**src/rtl/uart_cmd_pkg.sv**
```systemverilog
// Shared definitions for the UART command framer.
// Holds the TX framing state encoding, the default frame geometry and
// gap timeout, the UART bit period, and a small width helper.
package uart_cmd_pkg;

  localparam int CMD_BYTES_DEF   = 2;
  localparam int RESP_BYTES_DEF  = 1;
  localparam int GAP_TIMEOUT_DEF = 200000;

  // clk cycles per UART bit
  localparam int BAUD_DIV = 16;

  typedef enum logic [1:0] {
    TX_IDLE,
    TX_SEND,
    TX_WAIT
  } tx_state_e;

  // Counter width able to hold 0..n-1, never narrower than one bit.
  function automatic int cnt_w(input int n);
    return (n > 1) ? $clog2(n) : 1;
  endfunction

endpackage

```
**src/rtl/uart_cmd_framer_uart.sv**
```systemverilog
// Byte-level UART (8N1) used by the command framer.
// Ports:
//   i_clk, i_rst_n  clock and asynchronous active-low reset
//   i_rx            serial receive line (synchronised internally)
//   o_tx            serial transmit line, idle high
//   i_trmt          one-cycle request to send i_tx_data (ignored while sending)
//   i_tx_data       byte to send
//   o_tx_done       level, set when a byte has fully left, cleared on i_trmt
//   i_clr_rx_rdy    consumer acknowledge for o_rx_rdy
//   o_rx_rdy        level, a received byte is waiting on o_rx_data
//   o_rx_data       last received byte
module uart_cmd_framer_uart
  import uart_cmd_pkg::*;
#(
  parameter int BAUD_DIV_P = BAUD_DIV
) (
  input  logic       i_clk,
  input  logic       i_rst_n,
  input  logic       i_rx,
  output logic       o_tx,
  input  logic       i_trmt,
  input  logic [7:0] i_tx_data,
  output logic       o_tx_done,
  input  logic       i_clr_rx_rdy,
  output logic       o_rx_rdy,
  output logic [7:0] o_rx_data
);

  localparam int            BW        = cnt_w(BAUD_DIV_P);
  localparam logic [BW-1:0] BAUD_LAST = BW'(BAUD_DIV_P - 1);
  localparam logic [BW-1:0] BAUD_HALF = BW'(BAUD_DIV_P / 2);

  // ---------------- receiver ----------------
  logic          r_rx_meta;
  logic          r_rx_sync;
  logic          r_rx_busy;
  logic [BW-1:0] r_rx_baud;
  logic [3:0]    r_rx_bit;
  logic [7:0]    r_rx_shift;
  logic          r_rx_rdy;
  logic [7:0]    r_rx_data;

  always_ff @(posedge i_clk or negedge i_rst_n) begin
    if (!i_rst_n) begin
      r_rx_meta  <= 1'b1;
      r_rx_sync  <= 1'b1;
      r_rx_busy  <= 1'b0;
      r_rx_baud  <= '0;
      r_rx_bit   <= '0;
      r_rx_shift <= '0;
      r_rx_rdy   <= 1'b0;
      r_rx_data  <= '0;
    end else begin
      r_rx_meta <= i_rx;
      r_rx_sync <= r_rx_meta;
      if (i_clr_rx_rdy) r_rx_rdy <= 1'b0;
      if (!r_rx_busy) begin
        // Falling edge on an idle line: aim the first sample at mid start bit.
        if (!r_rx_sync) begin
          r_rx_busy <= 1'b1;
          r_rx_baud <= BAUD_HALF;
          r_rx_bit  <= 4'd0;
        end
      end else if (r_rx_baud != '0) begin
        r_rx_baud <= r_rx_baud - BW'(1);
      end else begin
        r_rx_baud <= BAUD_LAST;
        if (r_rx_bit == 4'd0) begin
          // A start bit that is high again at mid-bit was a glitch.
          if (r_rx_sync) r_rx_busy <= 1'b0;
          else           r_rx_bit  <= 4'd1;
        end else if (r_rx_bit == 4'd9) begin
          r_rx_busy <= 1'b0;
          // Only a valid stop bit delivers the byte; the set beats a stale clear.
          if (r_rx_sync) begin
            r_rx_data <= r_rx_shift;
            r_rx_rdy  <= 1'b1;
          end
        end else begin
          r_rx_shift <= {r_rx_sync, r_rx_shift[7:1]};
          r_rx_bit   <= r_rx_bit + 4'd1;
        end
      end
    end
  end

  assign o_rx_rdy  = r_rx_rdy;
  assign o_rx_data = r_rx_data;

  // ---------------- transmitter ----------------
  logic [9:0]    r_tx_shift;
  logic [BW-1:0] r_tx_baud;
  logic [3:0]    r_tx_bits;
  logic          r_tx_busy;
  logic          r_tx_done;

  always_ff @(posedge i_clk or negedge i_rst_n) begin
    if (!i_rst_n) begin
      r_tx_shift <= '1;
      r_tx_baud  <= '0;
      r_tx_bits  <= '0;
      r_tx_busy  <= 1'b0;
      r_tx_done  <= 1'b0;
    end else if (!r_tx_busy) begin
      if (i_trmt) begin
        r_tx_shift <= {1'b1, i_tx_data, 1'b0};
        r_tx_baud  <= BAUD_LAST;
        r_tx_bits  <= 4'd10;
        r_tx_busy  <= 1'b1;
        r_tx_done  <= 1'b0;
      end
    end else if (r_tx_baud != '0) begin
      r_tx_baud <= r_tx_baud - BW'(1);
    end else if (r_tx_bits == 4'd1) begin
      // Stop bit stays in bit 0, so the line rests high afterwards.
      r_tx_busy <= 1'b0;
      r_tx_done <= 1'b1;
    end else begin
      r_tx_shift <= {1'b1, r_tx_shift[9:1]};
      r_tx_bits  <= r_tx_bits - 4'd1;
      r_tx_baud  <= BAUD_LAST;
    end
  end

  assign o_tx      = r_tx_shift[0];
  assign o_tx_done = r_tx_done;

endmodule

```
**src/rtl/uart_cmd_framer.sv**
```systemverilog
// Multi-byte command/response framer on top of a byte UART.
// RX: bytes are gathered MSB-first into a CMD_BYTES command; a partial
// frame idle for GAP_TIMEOUT cycles is dropped with a frame_err pulse.
// TX: a RESP_BYTES response is sent MSB byte first on trmt.
// Ports:
//   clk, rst_n   clock and asynchronous active-low reset
//   RX, TX       serial lines
//   clr_cmd_rdy  consumer acknowledge of cmd
//   cmd_rdy      a complete command is held on cmd
//   cmd          assembled command, first received byte in the MSBs
//   trmt, resp   one-cycle send request and response data
//   tx_busy      response frame in progress
//   tx_done      level, last response fully sent (until next accepted trmt)
//   frame_err    one-cycle pulse when a partial command times out
module uart_cmd_framer
  import uart_cmd_pkg::*;
#(
  parameter int CMD_BYTES   = CMD_BYTES_DEF,
  parameter int RESP_BYTES  = RESP_BYTES_DEF,
  parameter int GAP_TIMEOUT = GAP_TIMEOUT_DEF
) (
  input  logic                    clk,
  input  logic                    rst_n,
  input  logic                    RX,
  output logic                    TX,
  input  logic                    clr_cmd_rdy,
  output logic                    cmd_rdy,
  output logic [8*CMD_BYTES-1:0]  cmd,
  input  logic                    trmt,
  input  logic [8*RESP_BYTES-1:0] resp,
  output logic                    tx_busy,
  output logic                    tx_done,
  output logic                    frame_err
);

  localparam int               CNT_W    = cnt_w(CMD_BYTES);
  localparam int               GAP_W    = cnt_w(GAP_TIMEOUT);
  localparam int               TXC_W    = cnt_w(RESP_BYTES);
  localparam logic [CNT_W-1:0] CNT_LAST = CNT_W'(CMD_BYTES - 1);
  localparam logic [GAP_W-1:0] GAP_LAST = GAP_W'(GAP_TIMEOUT - 1);
  localparam logic [TXC_W-1:0] TXC_LAST = TXC_W'(RESP_BYTES - 1);

  logic       w_rx_rdy;
  logic [7:0] w_rx_data;
  logic       w_clr_rx_rdy;
  logic       w_uart_trmt;
  logic [7:0] w_tx_byte;
  logic       w_uart_tx_done;

  uart_cmd_framer_uart u_uart (
    .i_clk        (clk),
    .i_rst_n      (rst_n),
    .i_rx         (RX),
    .o_tx         (TX),
    .i_trmt       (w_uart_trmt),
    .i_tx_data    (w_tx_byte),
    .o_tx_done    (w_uart_tx_done),
    .i_clr_rx_rdy (w_clr_rx_rdy),
    .o_rx_rdy     (w_rx_rdy),
    .o_rx_data    (w_rx_data)
  );

  // ---------------- RX command assembly ----------------
  logic [CNT_W-1:0]       r_count;
  logic [GAP_W-1:0]       r_gap;
  logic [8*CMD_BYTES-1:0] r_shadow;
  logic [8*CMD_BYTES-1:0] r_cmd;
  logic                   r_cmd_rdy;
  logic                   r_frame_err;

  logic                   w_accept;
  logic                   w_last;
  logic                   w_timeout;
  logic [8*CMD_BYTES-1:0] w_shadow_next;

  // Every byte is taken the cycle it shows up.
  assign w_accept     = w_rx_rdy;
  assign w_clr_rx_rdy = w_rx_rdy;
  assign w_last       = (r_count == CNT_LAST);
  // Fires on the cycle the gap count would reach GAP_TIMEOUT; a byte
  // arriving in that same cycle keeps the frame alive.
  assign w_timeout    = (r_count != '0) && !w_accept && (r_gap == GAP_LAST);

  // Shadow with the incoming byte dropped into its lane, so the final
  // byte can go straight into cmd in the same cycle.
  always_comb begin
    w_shadow_next = r_shadow;
    for (int i = 0; i < CMD_BYTES; i++) begin
      if (int'(r_count) == CMD_BYTES - 1 - i) w_shadow_next[8*i +: 8] = w_rx_data;
    end
  end

  always_ff @(posedge clk or negedge rst_n) begin
    if (!rst_n) begin
      r_count     <= '0;
      r_gap       <= '0;
      r_shadow    <= '0;
      r_cmd       <= '0;
      r_cmd_rdy   <= 1'b0;
      r_frame_err <= 1'b0;
    end else begin
      r_frame_err <= w_timeout;
      if (w_accept) begin
        r_shadow <= w_shadow_next;
        r_gap    <= '0;
        if (w_last) begin
          r_count <= '0;
          r_cmd   <= w_shadow_next;
        end else begin
          r_count <= r_count + CNT_W'(1);
        end
      end else if (w_timeout) begin
        r_count <= '0;
        r_gap   <= '0;
      end else if (r_count != '0) begin
        r_gap <= r_gap + GAP_W'(1);
      end
      // Completion outranks any clear arriving in the same cycle.
      if (w_accept && w_last) begin
        r_cmd_rdy <= 1'b1;
      end else if (clr_cmd_rdy || (w_accept && (r_count == '0))) begin
        r_cmd_rdy <= 1'b0;
      end
    end
  end

  assign cmd       = r_cmd;
  assign cmd_rdy   = r_cmd_rdy;
  assign frame_err = r_frame_err;

  // ---------------- TX response framing ----------------
  tx_state_e               r_tx_state;
  tx_state_e               w_tx_next;
  logic [8*RESP_BYTES-1:0] r_tx_shift;
  logic [TXC_W-1:0]        r_tx_left;
  logic                    r_tx_busy;
  logic                    r_tx_done;
  logic                    r_uart_done_q;

  logic w_uart_done_rise;
  logic w_tx_load;
  logic w_tx_shift;
  logic w_tx_finish;

  assign w_uart_done_rise = w_uart_tx_done && !r_uart_done_q;
  assign w_tx_byte        = r_tx_shift[8*RESP_BYTES-1 -: 8];

  always_ff @(posedge clk or negedge rst_n) begin
    if (!rst_n) r_tx_state <= TX_IDLE;
    else        r_tx_state <= w_tx_next;
  end

  always_comb begin
    w_tx_next   = r_tx_state;
    w_uart_trmt = 1'b0;
    w_tx_load   = 1'b0;
    w_tx_shift  = 1'b0;
    w_tx_finish = 1'b0;
    case (r_tx_state)
      TX_IDLE: begin
        if (trmt) begin
          w_tx_load = 1'b1;
          w_tx_next = TX_SEND;
        end
      end
      TX_SEND: begin
        w_uart_trmt = 1'b1;
        w_tx_next   = TX_WAIT;
      end
      TX_WAIT: begin
        if (w_uart_done_rise) begin
          if (r_tx_left != '0) begin
            w_tx_shift = 1'b1;
            w_tx_next  = TX_SEND;
          end else begin
            w_tx_finish = 1'b1;
            w_tx_next   = TX_IDLE;
          end
        end
      end
      default: w_tx_next = TX_IDLE;
    endcase
  end

  always_ff @(posedge clk or negedge rst_n) begin
    if (!rst_n) begin
      r_tx_shift    <= '0;
      r_tx_left     <= '0;
      r_tx_busy     <= 1'b0;
      r_tx_done     <= 1'b0;
      r_uart_done_q <= 1'b0;
    end else begin
      r_uart_done_q <= w_uart_tx_done;
      if (w_tx_load) begin
        r_tx_shift <= resp;
        r_tx_left  <= TXC_LAST;
        r_tx_busy  <= 1'b1;
        r_tx_done  <= 1'b0;
      end else if (w_tx_shift) begin
        r_tx_shift <= r_tx_shift << 8;
        r_tx_left  <= r_tx_left - TXC_W'(1);
      end else if (w_tx_finish) begin
        r_tx_busy <= 1'b0;
        r_tx_done <= 1'b1;
      end
    end
  end

  assign tx_busy = r_tx_busy;
  assign tx_done = r_tx_done;

endmodule

```
**config.mk**
```make
export PLATFORM = sky130hd
export DESIGN_NAME = uart_cmd_framer
export DESIGN_NICKNAME = d
export VERILOG_FILES = /design/src/rtl/uart_cmd_pkg.sv /design/src/rtl/uart_cmd_framer_uart.sv /design/src/rtl/uart_cmd_framer.sv
export SDC_FILE = /design/constraint.sdc
export NUM_CORES = 1
export LEC_CHECK = 0
export CAP_MARGIN = 20
export CORE_MARGIN = 4
export CORE_UTILIZATION = 50
export CTS_CLUSTER_SIZE = 14
export DETAILED_ROUTE_END_ITERATION = 12
export PLACE_DENSITY = 0.7
export RECOVER_POWER = 25
export SKIP_LAST_GASP = 1
export SLEW_MARGIN = 10
export SYNTH_ARGS = -nofsm -noshare
export SYNTH_HDL_FRONTEND = slang
export SYNTH_SLANG_ARGS = --single-unit
```
**constraint.sdc**
```tcl
create_clock -name clk -period 2.3 [get_ports clk]
set_input_delay 0.69 -clock clk [delete_from_list [all_inputs] [get_ports clk]]
set_output_delay 0.69 -clock clk [all_outputs]
set_load 0.05 [all_outputs]
```
==> impl_metrics.ini, run 1 <==
[run_status]
status = finished, violations left
violations = max-capacitance violations, max-slew violations

[yosys]
seq_area_frac_synth_pct = 57.9
synthCells = 434
netlist_area_sq_um = 4610
ys_warn_count = 0
synth_seq_cells = 106
avgSynthCellArea_sq_um = 10.6
syn_nets = 455
ys.flop_type = dfrtp_1
synth_cell_types = 45
synth-edff-count = 0
synth_async_sr_flop_share_pct = 100

[final_layout]
instances_no_fill = 585
fin_nets = 493
final_util_pct = 60.4
drive_gt1_share_pct = 14.7
mostFrequentLayoutCell = dfrtp_1
layout_common_cells = dfrtp_1 (95), nand2_1 (92), mux2_2 (25), clkdlybuf4s50_1 (23)
nFillCells = 747
num_antenna_cells = 0
area_growth_pct = 16.0

[sta]
max_freq_mhz = 446
final.min_clock_period_ps = 2240
period_share_pct = 97.5
hold_viol = 0
slew_viol_final = 27
skew_ps = 13.5
relSlewSlack_pct = -7.87
setup_viol = 0
whs_ps = 362
tightest_slew_ps = 1620

[place]
io_buffers = 33
gp_congestion = 0.852
dp_hpwl_microns = 5800
dp.cells = 569

[power]
p_total_mw = 3.66
power_density_nw_per_um2 = 685
ir_drop_uv = 613
p_leak_nw = 2.75

[route]
wl_per_cell_microns = 14.6
drt_first_pass_iters = 4
drt_iter0_drc = 107
avgViaCountPerCell = 5.42
final_antenna_net_count = 0
totalWireLength_microns = 8560
drc_errors = 0
num_vias = 3170

[cts]
clock_path_buffers = 2
clkTransAtPathRegs_ps = 100
clk_latency_ps = 380
cts_tree = yes
cts_made_buffers = 9
root_buffer = clkbuf_8
clock_sinks = 106
postCtsHoldBufs = 0
htree_num_levels = 3

[worst_setup_path]
r2r-end = r_gap[12]
critPathCaptureType = output pin
crit_family = buffers and inverters
worstSetupStartpointType = flip-flop
worstSetupPathType = reg -> out
rr_worst_depth = 5
r2r_slack_ps = 80
cp_cell_sequence = clkdlybuf4s50_1
crit_path_top_delay_cell = clkdlybuf4s50_1
critPathMaxFanout = 2
arrival_ps = 1550
r2r-start = r_gap[12]
worst-path-buf-inv = 1
crit_path_max_incr_delay_ps = 810
worstPathRequired_ps = 1610

[die]
dieArea_sq_um = 10800
die_x_microns = 104
rows = 34
dieHeight_microns = 104
io_pins = 34
coreArea_sq_um = 8850
initial_utilization_pct = 52.1

[job]
drv_cap = 1

[grt]
antenna_found_initial = 0
grt_usage_pct = 16.6
grt-ovfl-total = 0
grt_pass1_vias = 3096
grt_max_degree = 50
grt_pass1_wl_microns = 14900

[hold_path]
min_from = u_uart.r_rx_meta
hold_class = reg -> reg
whs_path_depth = 0
worstHoldEndpoint = u_uart.r_rx_sync
## metal layers
| layer | routed length, microns | part of all wire (%) | up-vias | GRT usage, % |
|---|---|---|---|---|
| met3 | 335 | 3.9 | 5 | 4.35 |
| li1 | - | - | 1557 | - |
| met1 | 4030 | 47 | 1561 | 22.6 |
| met4 | 68 | 0.79 | 0 | 4.18 |
| met2 | 4130 | 48 | 47 | 26.5 |
| met5 | 0 | 0 | - | 0 |
## worst max-delay path by stage
stage	to	slack, ps	cells past startpoint	start
3_3_place_gp	r_gap[12]	220	5	r_gap[9]
3_5_place_dp	r_gap[12]	130	5	r_gap[9]
6_report	cmd[10]	60	1	cmd[10]
5_1_grt	r_gap[12]	-40	5	r_gap[12]
2_1_floorplan	u_uart.r_rx_shift[0]	400	6	u_uart.r_rx_bit[0]
4_1_cts	cmd[0]	10	1	cmd[0]
## synthesized netlist by cell type, types with 2 or more instances
cell type	instances	share of area [%]
nor2b_1	3	0.41
nand2_1	92	7.5
or4_1	2	0.33
mux2_2	25	6.1
a211o_1	2	0.38
xor2_1	5	0.95
a21o_1	4	0.65
dfstp_2	11	6.3
or3b_2	2	0.38
inv_1	18	1.5
a22o_1	12	2.3
mux2i_1	8	1.7
o22ai_1	2	0.27
or3_1	8	1.1
dfrtp_1	95	52
nand3_1	13	1.4
and2_1	2	0.27
o31ai_1	2	0.33
nor3b_1	3	0.49
xnor2_1	3	0.57
nand2b_1	5	0.68
o21ai_0	20	2.2
nor2_1	20	1.6
ha_1	8	2.2
nor3_1	9	0.98
nand4_1	7	0.95
and3_1	3	0.41
a22oi_1	2	0.33
o22a_1	2	0.38
a21oi_1	13	1.4
buf_2	2	0.22
clkbuf_1	15	1.2
a31oi_1	4	0.54
## timing repair
item | 4_1_cts | 5_1_grt
resized for setup | 0 | 8
buffers inserted | 0 | 0
setup endpoints to repair | 0 | 9
## cell families after synthesis
family                   Yosys count  synth area share [%]
AND/OR/NAND/NOR                  176                  18.0
adder cells (fa/ha/maj)            8                  2.17
XOR/XNOR                           8                  1.52
flip-flops                       106                  57.9
AO/OA/AOI/OAI                     67                  9.45
buffers and inverters             36                  3.15
multiplexers                      33                  7.85
## stage by stage
stage               setup TNS, ps  instance area, sq um  setup WS (ps)
floorplan                       0                  4610            400
global placement                0                  5100            218
detailed placement              0                  5100            130
CTS                             0                  5320           12.7
global route                -54.9                  5340          -35.3
finish                          0                  5340           57.9
## final cells by class
type                            count  area, sq um  area share (%)
Timing Repair Buffer               45          454            8.50
Clock buffer                        9          124            2.32
Sequential cell                   106         2670            49.9
Tap cell                          108          135            2.53
Clock inverter                      7         95.1            1.78
Inverter                           18         67.6            1.26
Multi-Input combinational cell    292         1800            33.7
## power breakdown
part | leakage, nW | total (mW) | internal, mW | switching [mW]
Combinational | 1.28 | 0.371 | 0.188 | 0.183
Clock | 0.111 | 1.22 | 0.537 | 0.687
Sequential | 1.36 | 2.06 | 1.97 | 0.0974
## sequential cells by signal (all words and copies together) (netlist names), 2 cells and up
| name | flops |
|---|---|
| u_uart.r_rx_baud | 4 |
| r_tx_shift | 8 |
| u_uart.r_rx_bit | 4 |
| u_uart.r_tx_bits | 4 |
| r_shadow | 8 |
| cmd | 16 |
| u_uart.r_tx_baud | 4 |
| u_uart.r_tx_shift | 9 |
| u_uart.r_rx_shift | 8 |
| r_gap | 18 |
| r_tx_state | 2 |
| u_uart.o_rx_data | 8 |
Power figures use the tool's default switching activity.
==> run 2: changes to the inputs <==
DONT_BUFFER_PORTS = 1   (was not set)
PLACE_DENSITY = not set   (was 0.7)
==> run 2 against run 1 <==
Net effect: the flow finishes with violations (negative hold slack); critical path type is now reg -> reg; hold slack worse by 360 ps; first-iteration DRC count down 22%; highest routed layer unchanged; largest cell class unchanged; setup slack better by 73 ps; power down 0.43%; critical endpoint is now r_gap[14].
==> impl_metrics.ini, run 2 (synthesis results as in run 1) <==
[route]
final_antenna_net_count = 0
num_vias = 3020
drc_errors = 0
drt_first_pass_iters = 4
avgViaCountPerCell = 5.51
totalWireLength_microns = 8310
drt_iter0_drc = 83
wl_per_cell_microns = 15.2

[cts]
cts_tree = yes
root_buffer = clkbuf_8
cts_setup_buffers = 0
cts_made_buffers = 9
htree_num_levels = 3
clkTransAtPathRegs_ps = 120
clock_path_buffers = 2
clk_latency_ps = 370
post_cts_resized = 0
clock_sinks = 106

[grt]
grt_pass1_vias = 3080
grt_max_degree = 107
grt_usage_pct = 16.5
grt_pass1_wl_microns = 14900
antenna_found_initial = 0
grt-ovfl-total = 0

[worst_setup_path]
crit_path_top_delay_cell = or4b_1
worst-path-buf-inv = 0
worstSetupStartpointType = flip-flop
critPathMaxFanout = 7
cp_cell_sequence = or4b_1 -> nor4_2 -> a31oi_1 -> and3_1 -> a211o_1
worstPathRequired_ps = 2560
worstSetupPathType = reg -> reg
crit_path_max_incr_delay_ps = 510
r2r_slack_ps = 130
critPathCaptureType = flip-flop
arrival_ps = 2430
crit_family = simple AND/OR/NAND/NOR gates

[final_layout]
regMostFlops = r_gap
num_antenna_cells = 0
fin_nets = 456
largest_reg_flops = 18
layout_common_cells = dfrtp_1 (95), nand2_1 (92), mux2_2 (25), o21ai_0 (20), nor2_1 (20)
mostFrequentLayoutCell = dfrtp_1
area_growth_pct = 7.69
drive_gt1_share_pct = 14.5

[sta]
whs_ps = -0.674
slew_viol_final = 0
period_share_pct = 94.3
finalSetupTns_ps = 0
relSlewSlack_pct = 58.3
setup_viol = 0
rsz0062_at_grt = false
skew_ps = 16.4
final.min_clock_period_ps = 2170
worst_slack_ps = 131
max_freq_mhz = 461
hold_viol = 7
tightest_slew_ps = 618

[power]
power_density_nw_per_um2 = 735
ir_drop_uv = 443
p_leak_nw = 2.48

[die]
dieArea_sq_um = 10800
io_pins = 34
die_x_microns = 104
rows = 34
dieHeight_microns = 104
initial_utilization_pct = 52.1
coreArea_sq_um = 8850

[place]
placement.setup.worst_slack_ps = 144
gp_congestion = 0.851
dp_hpwl_microns = 5480
io_buffers = 0

[run_status]
status = finished, violations left
violations = negative hold slack

[hold_path]
hold_class = in -> async

[job]
drv_cap = 0
run 2: layout make-up:
type | instances | area, sq um
sequential | 106 | 2670
inverter | 18 | 67.6
timing repair buffer | 8 | 60.1
clock inverter | 7 | 113
multi-input combinational | 292 | 1790
tap | 108 | 135
fill | 793 | 3890
clock buffer | 9 | 124
run 2: per-stage QoR:
step,cells,total power [mW],utilization (%),cell area (sq um)
floorplan,434,2.35,-,4610
global placement,532,2.40,53.4,4720
detailed placement,532,2.42,53.4,4720
CTS,548,3.70,56.1,4960
global route,548,3.85,56.1,4960
finish,548,3.64,56.1,4960
run 2: worst reg2reg max path: cells and delay by family, from the launching register on:
| family | cells | cell delay (ps) |
|---|---|---|
| AND/OR/NAND/NOR | 3 | 1090 |
| AO/OA/AOI/OAI | 2 | 530 |
| flip-flops | 1 | 450 |
run 2: worst paths after layout:
kind                       cells after the start             start                   end
setup / recovery                               5         r_gap[12]             r_gap[14]
hold / removal                                 0             rst_n               cmd[14]
setup reg to reg                               5         r_gap[12]             r_gap[14]
hold reg to reg                                0  u_uart.r_rx_meta      u_uart.r_rx_sync
max in group asynchronous                      0             rst_n  u_uart.r_tx_shift[1]
min in group clk                               0                RX      u_uart.r_rx_meta
run 2: metal layers:
layer | track usage (%) | part of all wire [%]
met1 | 23.2 | 49
met2 | 25.9 | 47
met3 | 4.28 | 3.0
met4 | 3.70 | 0.84
met5 | 0 | 0
run 2: where the power goes:
part / internal, mW / switching (mW) / leakage, nW / total [mW]
logic: 0.163 / 0.140 / 1.01 / 0.303
clock network: 0.544 / 0.723 / 0.115 / 1.27
registers: 1.97 / 0.106 / 1.36 / 2.07
==> run 3: changes to the inputs <==
clock period = 2.01 ns   (was 2.3 ns; I/O delays follow)
==> run 3 against run 2 <==
Net effect: the flow still finishes with violations (negative hold slack); power is 15% higher; non-clock buffer count is 13 higher; register-to-register slack worse by 30 ps; sequential share of layout area is 1.4 points lower; cell count is 2.4% higher; first-iteration DRC count is 19% higher; clock skew is 3.6 ps higher; clock-buffer cell count stayed put; die area stayed put; sequential power is 14% higher; global-route usage is 0.46 points higher; fmax is 13% higher; critical path type unchanged; largest power group unchanged; highest routed layer unchanged.
==> impl_metrics.ini, run 3 (synthesis results as in run 1) <==
[grt]
grt_pass1_vias = 3190
grt_usage_pct = 17.0
antenna_found_initial = 0
grt-ovfl-total = 0
grt_max_degree = 107
grt_pass1_wl_microns = 15300

[die]
dieHeight_microns = 104
die_x_microns = 104
io_pins = 34
initial_utilization_pct = 52.1
rows = 34
coreArea_sq_um = 8850
dieArea_sq_um = 10800

[final_layout]
mostFrequentLayoutCell = dfrtp_1
largest_reg_flops = 18
final_area_sq_um = 5100
num_antenna_cells = 0
drive_gt1_share_pct = 18.1
fin_nets = 469
instances_no_fill = 561
nFillCells = 767
regMostFlops = r_gap
layout_common_cells = dfrtp_1 (95), nand2_1 (91), mux2_2 (25), buf_4 (21), o21ai_0 (20)
area_growth_pct = 10.6

[sta]
relSlewSlack_pct = 55.5
final.min_clock_period_ps = 1910
tightest_slew_ps = 665
max_freq_mhz = 522
slew_viol_final = 0
hold_viol = 95
finalSetupTns_ps = 0
skew_ps = 20.0
setup_viol = 0
whs_ps = -78.6
period_share_pct = 95.2

[place]
dp_hpwl_microns = 5600
dp.cells = 545
io_buffers = 0
gp_congestion = 0.850
dpl_cell_area_sq_um = 4820

[run_status]
violations = negative hold slack
status = finished, violations left

[route]
num_vias = 3053
wl_per_cell_microns = 15.0
final_antenna_net_count = 0
drc_errors = 0
drt_first_pass_iters = 4
totalWireLength_microns = 8410
drt_iter0_drc = 99
avgViaCountPerCell = 5.44

[cts]
clk_latency_ps = 370
cts_made_buffers = 9
clock_sinks = 106
cts_tree = yes
clkTransAtPathRegs_ps = 100
htree_num_levels = 3
root_buffer = clkbuf_8
clock_path_buffers = 2

[power]
power_density_nw_per_um2 = 825
seq_power_share_pct = 56.1
intPower_mw = 3.11
ir_drop_uv = 463
p_leak_nw = 2.57
swShare_pct = 26.1
combPwrFrac_pct = 10.1
netSwitchingPower_mw = 1.10
p_clk_share_pct = 33.8

[worst_setup_path]
arrival_ps = 2160
critPathMaxFanout = 4
worstSetupPathType = reg -> reg
worstPathRequired_ps = 2260
worstSetupStartpointType = flip-flop
critPathCaptureType = flip-flop

[job]
drv_cap = 0

[hold_path]
hold_class = in -> async
==> run 3: cell count changes in the layout (fill, tap and decap cells not counted), sizes merged <==
cell	delta
buf	+13
==> run 3: path summary, 6_finish.rpt <==
kind | endpoint | cells past startpoint | from | slack, ps
setup / recovery | r_gap[12] | 5 | u_uart.o_rx_rdy | 100
hold / removal | r_gap[3] | 0 | rst_n | -80
setup reg to reg | r_gap[12] | 5 | u_uart.o_rx_rdy | 100
hold reg to reg | u_uart.r_rx_sync | 0 | u_uart.r_rx_meta | 370
max in group asynchronous | u_uart.r_rx_meta | 0 | rst_n | 1810
min in group clk | u_uart.r_rx_meta | 0 | RX | 220
==> run 3: area by class of cell <==
class                           count  area (sq um)  area share (%)
Sequential cell                   106          2670            52.3
Multi-Input combinational cell    292          1830            36.0
Timing Repair Buffer               21           158            3.09
Tap cell                          108           135            2.65
Clock buffer                        9           124            2.43
Clock inverter                      7           113            2.21
Inverter                           18          67.6            1.33
==> run 3: timing repair <==
action                                  CTS  global route
setup buffers                             0             0
hold endpoints to repair                 95            95
endpoints found under the setup margin    0            24
resized for setup                         0             8
==> run 3: critical path: stages (launching register included) <==
cell and delay [ps]:
dfrtp_1 400, or4b_4 550, nor4_4 220, a31oi_2 170, and3_1 210, a211o_1 260
==> run 3: power groups by stage <==
stage / Clock (mW) / Combinational (mW) / Sequential [mW]
detailed placement: 0 / 0.423 / 2.40
floorplan: 0 / 0.312 / 2.38
global placement: 0 / 0.396 / 2.40
global route: 1.57 / 0.488 / 2.38
finish: 1.42 / 0.423 / 2.36
CTS: 1.49 / 0.431 / 2.36
==> run 3: metrics by stage <==
step	utilization, %	power (mW)	setup WS [ps]
after CTS	57.2	4.28	18.5
final	57.6	4.21	96.0
after global placement	54.5	2.80	80.9
after detailed placement	54.5	2.83	52.4
after floorplan	-	2.69	110
after global routing	57.6	4.45	-7.18
==> run 3: metal layers <==
layer	global-route usage [%]	vias up	wire (microns)
met1	23.2	1487	3990
li1	-	1518	-
met5	0	-	0
met2	27.5	46	4070
met4	3.42	0	36
met3	4.59	2	315
